<file path="src/rtl/unidade_de_escrita.sv">
// Register-file write-back queue: in-order DEPTH-entry buffer draining one write per cycle.
// Optional pending-write bypass lookup enabled by defining ESCRITA_BYPASS_EN.
module unidade_de_escrita #(
    parameter int unsigned DEPTH  = 4,
    parameter int unsigned ADDR_W = 5,
    parameter int unsigned DATA_W = 32
) (
    input  logic                     ew_in_clk,
    input  logic                     ew_in_rst,
    input  logic                     ew_in_valid,
    output logic                     ew_out_ready,
    input  logic [ADDR_W-1:0]        ew_in_rd,
    input  logic [DATA_W-1:0]        ew_in_data,
    input  logic                     ew_in_flush,
    output logic                     ew_out_we,
    output logic [ADDR_W-1:0]        ew_out_rd,
    output logic [DATA_W-1:0]        ew_out_data,
    input  logic                     ew_in_wr_ready,
    output logic [$clog2(DEPTH):0]   ew_out_count,
    input  logic [ADDR_W-1:0]        ew_in_rs,
    input  logic [ADDR_W-1:0]        ew_in_rt,
    output logic                     ew_out_hit_rs,
    output logic                     ew_out_hit_rt,
    output logic [DATA_W-1:0]        ew_out_fwd_rs,
    output logic [DATA_W-1:0]        ew_out_fwd_rt
);

    localparam int unsigned PW = $clog2(DEPTH);
    localparam int unsigned CW = PW + 1;

    logic [ADDR_W-1:0] mem_rd_q   [DEPTH];
    logic [DATA_W-1:0] mem_data_q [DEPTH];

    logic [PW-1:0] head_q, head_d;
    logic [PW-1:0] tail_q, tail_d;
    logic [CW-1:0] count_q, count_d;

    logic push, enq, pop;

    assign ew_out_ready = (count_q != CW'(DEPTH)) && !ew_in_flush;
    assign push         = ew_in_valid && ew_out_ready;
    // Register zero is never written, so such requests are accepted and dropped.
    assign enq          = push && (ew_in_rd != '0);
    assign ew_out_we    = (count_q != '0);
    assign pop          = ew_out_we && ew_in_wr_ready;

    assign ew_out_rd    = ew_out_we ? mem_rd_q[head_q]   : '0;
    assign ew_out_data  = ew_out_we ? mem_data_q[head_q] : '0;
    assign ew_out_count = count_q;

    always_comb begin
        head_d  = head_q;
        tail_d  = tail_q;
        count_d = count_q;
        if (ew_in_flush) begin
            // A pop in the flush cycle is not counted; everything is discarded.
            count_d = '0;
            head_d  = tail_q;
        end else begin
            if (pop) head_d = head_q + PW'(1);
            if (enq) tail_d = tail_q + PW'(1);
            case ({enq, pop})
                2'b10:   count_d = count_q + CW'(1);
                2'b01:   count_d = count_q - CW'(1);
                default: count_d = count_q;
            endcase
        end
    end

    always_ff @(posedge ew_in_clk) begin
        if (ew_in_rst) begin
            head_q  <= '0;
            tail_q  <= '0;
            count_q <= '0;
        end else begin
            head_q  <= head_d;
            tail_q  <= tail_d;
            count_q <= count_d;
        end
    end

    always_ff @(posedge ew_in_clk) begin
        if (enq && !ew_in_rst) begin
            mem_rd_q[tail_q]   <= ew_in_rd;
            mem_data_q[tail_q] <= ew_in_data;
        end
    end

`ifdef ESCRITA_BYPASS_EN
    // Scan oldest to youngest so the youngest matching entry wins.
    function automatic logic [DATA_W:0] lookup(input logic [ADDR_W-1:0] key);
        logic [DATA_W:0] res;
        logic [PW-1:0]   idx;
        res = '0;
        for (int unsigned i = 0; i < DEPTH; i++) begin
            idx = head_q + PW'(i);
            if ((CW'(i) < count_q) && (key != '0) && (mem_rd_q[idx] == key)) begin
                res = {1'b1, mem_data_q[idx]};
            end
        end
        return res;
    endfunction

    assign {ew_out_hit_rs, ew_out_fwd_rs} = lookup(ew_in_rs);
    assign {ew_out_hit_rt, ew_out_fwd_rt} = lookup(ew_in_rt);
`else
    logic unused_lookup;
    assign unused_lookup = ^{ew_in_rs, ew_in_rt};
    assign ew_out_hit_rs = 1'b0;
    assign ew_out_hit_rt = 1'b0;
    assign ew_out_fwd_rs = '0;
    assign ew_out_fwd_rt = '0;
`endif

endmodule

</file>
<file path="config.mk">
export PLATFORM = sky130hd
export DESIGN_NAME = unidade_de_escrita
export DESIGN_NICKNAME = d
export VERILOG_FILES = /design/src/rtl/unidade_de_escrita.sv
export SDC_FILE = /design/constraint.sdc
export NUM_CORES = 1
export LEC_CHECK = 0
export ABC_AREA = 1
export ABC_CLOCK_PERIOD_IN_PS = 3900
export BUFFER_PORTS_ARGS = -buffer_cell sky130_fd_sc_hd__buf_4
export CAP_MARGIN = 20
export CELL_PAD_IN_SITES_DETAIL_PLACEMENT = 1
export CELL_PAD_IN_SITES_GLOBAL_PLACEMENT = 2
export CORE_MARGIN = 4
export CORE_UTILIZATION = 34
export DETAILED_ROUTE_END_ITERATION = 7
export HOLD_SLACK_MARGIN = 0.05
export PLACE_DENSITY = 0.87
export REMOVE_ABC_BUFFERS = 1
export SYNTH_ARGS = -nofsm -noshare
export SYNTH_HDL_FRONTEND = slang
export SYNTH_SLANG_ARGS = --single-unit
</file>
<file path="constraint.sdc">
create_clock -name ew_in_clk -period 3.9 [get_ports ew_in_clk]
set_input_delay 0.975 -clock ew_in_clk [delete_from_list [all_inputs] [get_ports ew_in_clk]]
set_output_delay 0.975 -clock ew_in_clk [all_outputs]
set_load 0.005 [all_outputs]
</file>
# Word level (Yosys, flattened, before mapping)
# Memory sizes are Yosys's and may differ from the RTL's. A register that Yosys moved wholly into a read port is not among the register bits.
# Index checks and enable logic that the tools add are counted.
[word_totals]
register_bits = 7
mem_bits_rw = 148
in_bits = 52
out_inout_bits = 108
word_cells = 37
memories = 2
[memory_table]
columns = ["memory", "depth", "width", "rd", "rd_ports_with_merged_regs", "write_ports", "line", "source"]
rows = [
  ["mem_data_q", 4, 32, 1, 1, 1, "32", "logic [DATA_W-1:0] mem_data_q [DEPTH];"],
  ["mem_rd_q", 4, 5, 1, 1, 1, "31", "logic [ADDR_W-1:0] mem_rd_q [DEPTH];"],
]
[op_classes]
n_addsub = 4
n_eq_ne = 3
muxes = 11
n_bitwise = 1
reduce_logical = 13
[ops]
columns = ["op", "n"]
rows = [
  ["$mux 32", 1],
  ["$mux 2", 6],
  ["$pmux 3 s2", 1],
  ["$logic_and 1x1->1", 5],
  ["$mux 5", 1],
  ["$reduce_bool 5->1", 1],
  ["$add 2x1->2 const B", 2],
  ["$reduce_bool 2->1", 2],
  ["$add 3x1->3 const B", 1],
  ["$ne 3x3->1 const B", 1],
  ["$reduce_bool 3->1", 1],
  ["$sub 3x1->3 const B", 1],
  ["$eq 2x1->1 const B", 1],
  ["$eq 2x2->1 const B", 1],
  ["$logic_not 1->1", 2],
  ["$mux 1", 2],
  ["$reduce_and 2->1", 1],
  ["$reduce_or 2->1", 1],
  ["$not 1->1", 1],
]

# Depth between registers and ports, before layout
# Gate-level depths: netlist (run 1).
[depth]
word_depth = 7
ltp_mapped = 13
ltp_nobuf = 13

# Worst setup path before layout (run 1)
# OpenSTA, ideal clock, no wires.
[synth_timing]
path_kind = "input port to flip-flop"
from = "input ew_in_rd[3]"
to = "memory mem_data_q[0][0] (enable)"
setup_time_ns = 0.431
t_arrival_ns = 3.032
t_required_ns = 3.469
setup_slack_ns = 0.437
cell_stages = 6
n_path_buf = 0
cell_sequence = "nor2_1 > nand3_1 > nand2_1 > nor2_1 > nand2_1 > nor2_1"
[synth_via]
elab_chain_cells = 5
[synth_lines]
columns = ["item", "line", "source"]
rows = [
  ["from (decl)", "12", "input logic [ADDR_W-1:0] ew_in_rd,"],
  ["$reduce_bool 5->1", "43", "assign enq = push && (ew_in_rd != '0);"],
  ["$logic_and 1x1->1", "43", ""],
  ["$logic_and 1x1->1", "83", "if (enq && !ew_in_rst) begin"],
  ["$mux 1", "83", ""],
  ["$mux 1 (not written as such)", "85", "mem_data_q[tail_q] <= ew_in_data;"],
  ["to (decl)", "32", ""],
]
# No other way between the ends.

==> run summary, run 1 <==
status: complete, no violations
CTS tree: built
CP max FO: 74
Core Box Area: 0.01953 mm2
PD cells: 493.6 mW/mm2
Seq cells post-synth: 157
Post-Syn Area: 0.006765 mm2
synthesized instance count: 584
# clock sinks: 157
fmax: 315.3 MHz
Clock Latency Late Sink: 0.42 ns
Crit path buffers/inverters: 2
hold path start: head_q[0]
Register Area: 0.004627 mm2
CTS root buf: clkbuf_16
Synth Area per Inst: 11.58 um2
crit share post-route: 81.33%
clk slew on worst S/H paths: 0.07 ns
dpl cells: 914
Area Overhead vs Synth: 19.55%
Peak VDD IR: 287.2 uV
number of synthesized flops with an enable pin: 148
actual slew at the worst max-slew pin: 0.8706 ns
CP startpoint kind: flip-flop
Pwr Total: 3.993 mW
Vias per Instance: 4.613
CP peak stage delay: 0.62 ns
die width: 149.1 um
Layout Cells excl Fill: 946
vias in the first global route: 4713
max_cap viols: 0
reg-to-reg setup timing slack: 1.59 ns
die height: 149.1 um
Setup Crit Path Kind: reg -> out
critical path's slowest cell: buf_4
final WL: 16.07 mm
grt ovf: 0
Initial Util: 34.65%
final slew viol count: 0
first-pass GRT wire length: 25.16 mm
Setup violations, final: 0
n_diodes: 0
Top delay family on crit path: buffers and inverters
I/O pin count: 160
Sum Neg Setup Slack: 0 ns
Die ar.: 0.02222 mm2
ys async rst share: 0%
WP data arrival: 2.20 ns
I/O Buffers: 83
relative slew slack: 41.88%
HP Class: reg -> reg
Final nets: 726
Inserted Clock Buffers: 17
number of fill cells in the layout: 2129
RePlAce Congestion: 0.7504
Worst Hold Depth: 2
sequential fraction of the synthesis area: 68.36%
H-Tree Depth: 4
DRC viols: 0
all-layer global routing usage: 14.84%
Hold Buf Count CTS: 0
synth unique cells: 23
initial antenna violation count: 0
Post-Route Skew: 0.007943 ns
largest net degree at the start of global routing: 75
# rows: 51
Post-synth top flop: edfxtp_1
yosys warns: 0
CP endpoint kind: output pin
crit-path cells: buf_4 -> nor2_1 -> nor2_1 -> o21ai_1 -> a21oi_1 -> buf_4
ANT nets after route: 0
RSZ-0062 raised after global routing: no
drt wl/cell: 16.99 um
Clock Tree Buf Depth: 2
RR Startpoint: ew_out_count[0]
multi-input logic area: 0.001679 mm2
Worst Path Required: 2.92 ns
Leak: 3.048 nW
DR iter-0 viols: 249
router iterations before antenna repair: 4
Reg2Reg Capture Point: mem_data_q[1][13]
final hold vios: 0
layout cells sized above 1: 19.24%
DP HPWL: 9.824 mm
Tmin final: 3.172 ns
number of setup buffers added after CTS: 0
CTS resizes: 0
Worst R2R Path Depth: 7
total vias in the final route: 4364
[synth_stat cells (5+ instances only)]
library cell	instances	area, um2
inv_1	18	67.56
edfxtp_1	148	4444
ha_1	5	62.56
o21ai_1	49	245.2
nor2_1	164	615.6
buf_6	5	56.30
buf_2	8	40.04
nand2_1	18	67.56
dfxtp_1	9	180.2
buf_4	69	518.0
a21oi_1	41	205.2
o21ai_0	26	130.1
[how the worst max path moves through the flow]
stage / from / endpoint / cells after the start
after floorplan: flip-flop / ew_out_data[0] / 3
after global placement: ew_in_rd[1] / mem_data_q[3][30] / 8
after detailed placement: ew_in_flush / mem_data_q[1][30] / 7
after CTS: ew_out_count[1] / ew_out_rd[2] / 5
after global routing: flip-flop / ew_out_data[25] / 6
final: flip-flop / ew_out_rd[4] / 6
[per-stage QoR]
| stage | setup WS (ns) | hold WS (ns) | instance area, um2 | utilization, % |
|---|---|---|---|---|
| floorplan | 0.2648 | 0.4639 | 6352 | - |
| global placement | 0.9581 | 0.4904 | 7425 | 38.02 |
| detailed placement | 0.8315 | 0.5151 | 7445 | 38.13 |
| CTS | 0.6741 | 0.5251 | 8088 | 41.42 |
| global route | 0.5204 | 0.5688 | 8088 | 41.42 |
| finish | 0.7283 | 0.5226 | 8088 | 41.42 |
[cell families (layout without fill, tap and decap cells)]
group | Yosys count | after routing | share of synthesized area [%]
other cells | 1 | 66 | 0.05543
flops | 157 | 157 | 68.36
simple gates | 189 | 189 | 10.67
buf+inv | 113 | 145 | 10.87
compound gates | 117 | 117 | 8.693
xor+xnor | 1 | 1 | 0.1295
fa+ha+maj | 6 | 6 | 1.221
[metal layers]
layer  global-route usage, %  up-vias  share of wire (%)
met3                   3.950       19                6.8
met2                   26.34      148                 51
met5                       0        -                  0
met4                   4.485        0                1.4
met1                   17.66     2163                 41
li1                        -     2034                  -
[where the power goes]
group,leakage [nW],internal [mW],switching [mW]
Combinational,1.33,0.119,0.209
Sequential,1.41,1.87,0.0101
Clock,0.310,1.13,0.650
[layout make-up]
type / instances / share of cell area (%)
inverters: 21 / 0.9746
multi-input cells: 379 / 20.76
well taps: 265 / 4.100
clock buffers: 17 / 5.260
clock inverters: 15 / 2.692
repair buffers: 92 / 9.004
flip-flops and latches: 157 / 57.21
[worst register-to-register path, cell delays in order, from the launching register on]
cell and delay, ns:
dfxtp_1 0.39, nor2_1 0.09, nand2_1 0.07, nand2_1 0.05, nor2_1 0.23, nand2_1 0.31
nor2_4 0.56, buf_12 0.29
[layout by cell type, fill, tap and decap left out, drive strengths merged]
cell type  instances
inv               23
nand2             18
nand3              4
clkinvlp           1
or2                1
nand4              2
nor2             164
clkinv             7
xor2               1
conb              66
clkbuf            17
a211oi             1
bufinv             5
a21oi             41
edfxtp           148
fa                 1
ha                 5
buf               92
o21ai             75
dfxtp              9
[registers in the layout, summed over array words and instances (netlist names), named ones only]
name and count:
head_q 2, ew_out_count 3, tail_q 2, mem_rd_q 20, mem_data_q 128
(Power assumes the default switching activity.)
==> inputs of run 2 (changes only) <==
--- a/config.mk
+++ b/config.mk
@@ -5,14 +5,14 @@
 export SDC_FILE = /design/constraint.sdc
 export NUM_CORES = 1
 export LEC_CHECK = 0
-export ABC_AREA = 1
-export ABC_CLOCK_PERIOD_IN_PS = 3900
+export ABC_AREA = 0
+export ABC_CLOCK_PERIOD_IN_PS = 3200
 export BUFFER_PORTS_ARGS = -buffer_cell sky130_fd_sc_hd__buf_4
 export CAP_MARGIN = 20
 export CELL_PAD_IN_SITES_DETAIL_PLACEMENT = 1
 export CELL_PAD_IN_SITES_GLOBAL_PLACEMENT = 2
 export CORE_MARGIN = 4
-export CORE_UTILIZATION = 34
+export CORE_UTILIZATION = 38
 export DETAILED_ROUTE_END_ITERATION = 7
 export HOLD_SLACK_MARGIN = 0.05
 export PLACE_DENSITY = 0.87
==> constraint.sdc (replaced) <==
create_clock -name ew_in_clk -period 3.2 [get_ports ew_in_clk]
set_input_delay 0.8 -clock ew_in_clk [delete_from_list [all_inputs] [get_ports ew_in_clk]]
set_output_delay 0.8 -clock ew_in_clk [all_outputs]
set_load 0.005 [all_outputs]
==> run summary, run 2 <==
Post-Syn Area: 0.006593 mm2
die width: 139.7 um
layout cells sized above 1: 36.09%
drt wl/cell: 18.41 um
Vias per Instance: 4.601
final WL: 12.72 mm
Die ar.: 0.01952 mm2
final slew viol count: 0
dpl cells: 660
max reg flops: 128
I/O Buffers: 83
CP endpoint kind: output pin
sequential fraction of the synthesis area: 70.15%
Post-synth top flop: edfxtp_1
H-Tree Depth: 4
grt ovf: 0
yosys warns: 0
DRC viols: 0
Hold Buf Count CTS: 0
RSZ-0062 raised after global routing: no
DR iter-0 viols: 167
I/O pin count: 160
router iterations before antenna repair: 4
DP Worst Slack: 0.1282 ns
CP startpoint kind: flip-flop
WP data arrival: 2.07 ns
PnR worst setup slack: 0.3327 ns
Synth Area per Inst: 18.47 um2
CP peak stage delay: 0.55 ns
CTS resizes: 0
CP max FO: 14
critical path's slowest cell: dfxtp_4
synth unique cells: 27
Layout Cells excl Fill: 691
dominant cells by area after synthesis: edfxtp_1 67%, mux4_2 13%, buf_4 8.0%
most frequent cells in the layout: 148 x edfxtp_1, 94 x buf_4, 66 x conb_1, 37 x mux4_2, 29 x nor2b_1
vias in the first global route: 3434
clk slew on worst S/H paths: 0.06 ns
post-synth top area share: 67.41%
Final nets: 517
Clock Latency Late Sink: 0.41 ns
Reg with most FFs: mem_data_q
Core Box Area: 0.01682 mm2
max_cap viols: 0
total vias in the final route: 3179
Inserted Clock Buffers: 17
Clock Tree Buf Depth: 2
Post-synth top cells: 148 x edfxtp_1, 70 x buf_4, 37 x mux4_2, 29 x nor2b_1
fmax: 348.8 MHz
Leak: 2.873 nW
DP HPWL: 8.158 mm
area leader, netlist: edfxtp_1
most numerous cell in the Yosys netlist: edfxtp_1
Setup Crit Path Kind: reg -> out
most frequent CP cell: buf_4
status: complete, no violations
Sum Neg Setup Slack: 0 ns
HP Class: reg -> reg
all-layer global routing usage: 13.25%
RePlAce Congestion: 0.6936
CTS tree: built
largest net degree at the start of global routing: 42
Seq cells post-synth: 157
n_diodes: 0
ANT nets after route: 0
Area Overhead vs Synth: 20.91%
# rows: 47
Peak VDD IR: 323.9 uV
crit share post-route: 89.60%
PD cells: 592.2 mW/mm2
Initial Util: 39.20%
final hold vios: 0
Setup violations, final: 0
Worst Path Required: 2.40 ns
initial antenna violation count: 0
CTS root buf: clkbuf_16
Post-Route Skew: 0.007013 ns
number of setup buffers added after CTS: 0
crit-path cells: buf_4 -> mux4_2 -> nor2b_1 -> buf_4
first-pass GRT wire length: 19.67 mm
commonest non-fill, non-tap cell in the layout: edfxtp_1
synthesized instance count: 357
# clock sinks: 157
ys async rst share: 0%
Tmin final: 2.867 ns
die height: 139.7 um
number of synthesized flops with an enable pin: 148
number of fill cells in the layout: 1634
==> run 2: path summary, 6_finish.rpt <==
kind                            cells after the start  slack (ns)           endpoint            start
worst min-delay path                                2        0.53          tail_q[1]        tail_q[1]
worst max-delay path                                4        0.33    ew_out_data[30]        flip-flop
worst max register to register                      7        0.96  mem_data_q[2][15]  ew_out_count[0]
worst min register to register                      2        0.53          tail_q[1]        tail_q[1]
==> run 2: kinds of logic (layout without fill, tap and decap cells) <==
logic type	Yosys count	count (layout)	synth area share, %
adders and majority gates	6	6	1.253
buffers and inverters	87	136	8.996
and+or+nand+nor	57	57	5.333
xor gates and xnor gates	4	4	0.5315
muxes	39	39	13.02
AOI/OAI and AO/OA	6	6	0.6642
DFF	157	157	70.15
other	1	66	0.05688
==> run 2: metal layers <==
layer | vias to the layer above | track usage (%) | routed length (um) | share of wire (%)
met4 | 0 | 4.131 | 152 | 1.2
met2 | 116 | 22.18 | 6464 | 51
li1 | 1425 | - | - | -
met3 | 12 | 4.494 | 849 | 6.7
met1 | 1626 | 16.32 | 5255 | 41
met5 | - | 0 | 0 | 0
==> run 2: report_power, final <==
group | total, mW | internal, mW | switching (mW)
clock network | 2.12 | 1.37 | 0.746
registers | 2.30 | 2.28 | 0.0183
logic | 0.308 | 0.162 | 0.146
total | 4.72 | 3.81 | 0.910
==> run 2: critical path: cells and delay by family (launching register included) <==
kind / cells / cell delay [ns]
and+or+nand+nor: 1 / 0.17
buffers and inverters: 2 / 0.43
muxes: 1 / 0.51
DFF: 1 / 0.55
==> run 2: stage by stage <==
| stage | total power [mW] | hold slack [ns] | utilization, % | area, um2 |
|---|---|---|---|---|
| after global placement | 2.640 | 0.4998 | 43.67 | 7345 |
| after global routing | 4.919 | 0.5597 | 47.40 | 7971 |
| after CTS | 4.781 | 0.5346 | 47.40 | 7971 |
| final | 4.721 | 0.5283 | 47.40 | 7971 |
| after floorplan | 2.499 | 0.4807 | - | 6274 |
| after detailed placement | 2.652 | 0.5262 | 43.67 | 7345 |
==> run 2: area by class of cell <==
| class | count | area [um2] | share of cell area, % |
|---|---|---|---|
| inverter | 8 | 30.03 | 0.3767 |
| clock buffer | 18 | 429.2 | 5.384 |
| clock inverter | 13 | 197.7 | 2.480 |
| timing repair buffer | 97 | 765.7 | 9.606 |
| tap | 220 | 275.3 | 3.453 |
| multi-input combinational | 178 | 1644 | 20.62 |
| sequential | 157 | 4629 | 58.08 |
==> inputs of run 3 (changes only) <==
--- a/config.mk
+++ b/config.mk
@@ -6,16 +6,16 @@
 export NUM_CORES = 1
 export LEC_CHECK = 0
 export ABC_AREA = 0
-export ABC_CLOCK_PERIOD_IN_PS = 3200
+export ABC_CLOCK_PERIOD_IN_PS = 3470
 export BUFFER_PORTS_ARGS = -buffer_cell sky130_fd_sc_hd__buf_4
 export CAP_MARGIN = 20
 export CELL_PAD_IN_SITES_DETAIL_PLACEMENT = 1
 export CELL_PAD_IN_SITES_GLOBAL_PLACEMENT = 2
 export CORE_MARGIN = 4
-export CORE_UTILIZATION = 38
+export CORE_UTILIZATION = 40
 export DETAILED_ROUTE_END_ITERATION = 7
-export HOLD_SLACK_MARGIN = 0.05
-export PLACE_DENSITY = 0.87
+export HOLD_SLACK_MARGIN = 0.03
+export PLACE_DENSITY = 0.91
 export REMOVE_ABC_BUFFERS = 1
 export SYNTH_ARGS = -nofsm -noshare
 export SYNTH_HDL_FRONTEND = slang
==> constraint.sdc (replaced) <==
create_clock -name ew_in_clk -period 3.47 [get_ports ew_in_clk]
set_input_delay 0.8675 -clock ew_in_clk [delete_from_list [all_inputs] [get_ports ew_in_clk]]
set_output_delay 0.8675 -clock ew_in_clk [all_outputs]
set_load 0.005 [all_outputs]
==> run summary, run 3 (synthesized netlist as in run 2, its figures left out) <==
fmax: 330.7 MHz
Crit path buffers/inverters: 2
I/O pin count: 160
relative slew slack: 48.34%
Clock Tree Buf Depth: 2
ANT nets after route: 0
H-Tree Depth: 4
Core Box Area: 0.01600 mm2
DRC viols: 0
number of setup buffers added after CTS: 0
largest net degree at the start of global routing: 42
CTS resizes: 0
Top delay family on crit path: flip-flops
CP endpoint kind: output pin
Final nets: 513
Register Area: 0.004629 mm2
Peak VDD IR: 334.7 uV
Clock Latency Late Sink: 0.41 ns
Pwr Total: 4.176 mW
Die ar.: 0.01860 mm2
CP max FO: 19
Setup violations, final: 0
Reg with most FFs: mem_data_q
I/O Buffers: 83
die height: 136.4 um
PnR worst setup slack: 0.4462 ns
Final Instance Area: 0.007858 mm2
PD cells: 531.5 mW/mm2
RSZ-0062 raised after global routing: no
die width: 136.4 um
CP peak stage delay: 0.61 ns
CP startpoint kind: flip-flop
router iterations before antenna repair: 4
Hold Buf Count CTS: 0
most frequent cells in the layout: 148 x edfxtp_1, 92 x buf_4, 66 x conb_1, 37 x mux4_2, 29 x nor2b_1
first-pass GRT wire length: 19.49 mm
crit share post-route: 87.14%
status: complete, no violations
Post-Route Skew: 0.009675 ns
DP Worst Slack: 0.07388 ns
crit-path cells: buf_12 -> mux4_2 -> nor2b_1 -> buf_4
CTS root buf: clkbuf_16
actual slew at the worst max-slew pin: 0.7716 ns
max reg flops: 128
CTS tree: built
multi-input logic area: 0.001644 mm2
all-layer global routing usage: 14.26%
WP data arrival: 2.16 ns
total vias in the final route: 3186
layout cells sized above 1: 35.26%
final slew viol count: 0
final hold vios: 0
Leak: 2.820 nW
Sum Neg Setup Slack: 0 ns
final WL: 12.52 mm
Vias per Instance: 4.658
RePlAce Congestion: 0.7741
# clock sinks: 157
Area Overhead vs Synth: 19.19%
initial antenna violation count: 0
HP Class: reg -> reg
Setup Crit Path Kind: reg -> out
commonest non-fill, non-tap cell in the layout: edfxtp_1
grt ovf: 0
Worst Path Required: 2.60 ns
critical path's slowest cell: dfxtp_4
number of fill cells in the layout: 1552
DR iter-0 viols: 215
max_cap viols: 0
Cell Area, Placed: 0.007284 mm2
Inserted Clock Buffers: 17
vias in the first global route: 3417
clk slew on worst S/H paths: 0.06 ns
Tmin final: 3.024 ns
Initial Util: 41.20%
drt wl/cell: 18.30 um
DP HPWL: 8.155 mm
n_diodes: 0
# rows: 46
-- run 3: cell types whose count changed in the layout (fill, tap and decap cells not counted), sizes merged --
| cell | delta |
|---|---|
| bufinv | -3 |
| clkbuf | +6 |
| clkinv | -2 |
| buf | -4 |
-- run 3: routing by layer --
metal	up-vias	part of all wire (%)	track usage, %	routed length (um)
li1	1416	-	-	-
met1	1617	40	17.57	4997
met2	141	52	24.30	6518
met3	12	7.0	4.589	872
met4	0	1.0	3.863	126
met5	-	0	0	0
-- run 3: area by class of cell --
type	instances	share of cell area, %
Sequential cell	157	58.92
Multi-Input combinational cell	178	20.92
Timing Repair Buffer	93	9.045
Clock buffer	24	6.131
Tap cell	216	3.439
Clock inverter	8	1.162
Inverter	8	0.3822
-- run 3: stage by stage --
| step | std cells | util, % | hold WS, ns |
|---|---|---|---|
| 6_report | 684 | 49.11 | 0.5345 |
| 5_1_grt | 684 | 49.11 | 0.5798 |
| 4_1_cts | 684 | 49.11 | 0.5412 |
| 3_5_place_dp | 652 | 45.53 | 0.5309 |
| 3_3_place_gp | 652 | 45.53 | 0.5008 |
| 2_1_floorplan | 343 | - | 0.4807 |
-- run 3: worst min-delay path: stages, from the launching register on --
cell and delay (ns):
dfxtp_1 0.34, nand2b_1 0.08, mux2i_1 0.06
-- run 3: power by group --
group | internal (mW) | switching [mW]
Clock | 1.11 | 0.673
Sequential | 2.10 | 0.0254
Combinational | 0.143 | 0.125
-- run 3: path summary, 6_finish.rpt --
check                        from                 to  slack, ns  cells after the start
setup / recovery        flip-flop    ew_out_data[16]       0.45                      4
hold / removal          tail_q[1]          tail_q[1]       0.53                      2
setup reg to reg  ew_out_count[0]  mem_data_q[0][16]       0.55                      6
hold reg to reg         tail_q[1]          tail_q[1]       0.53                      2
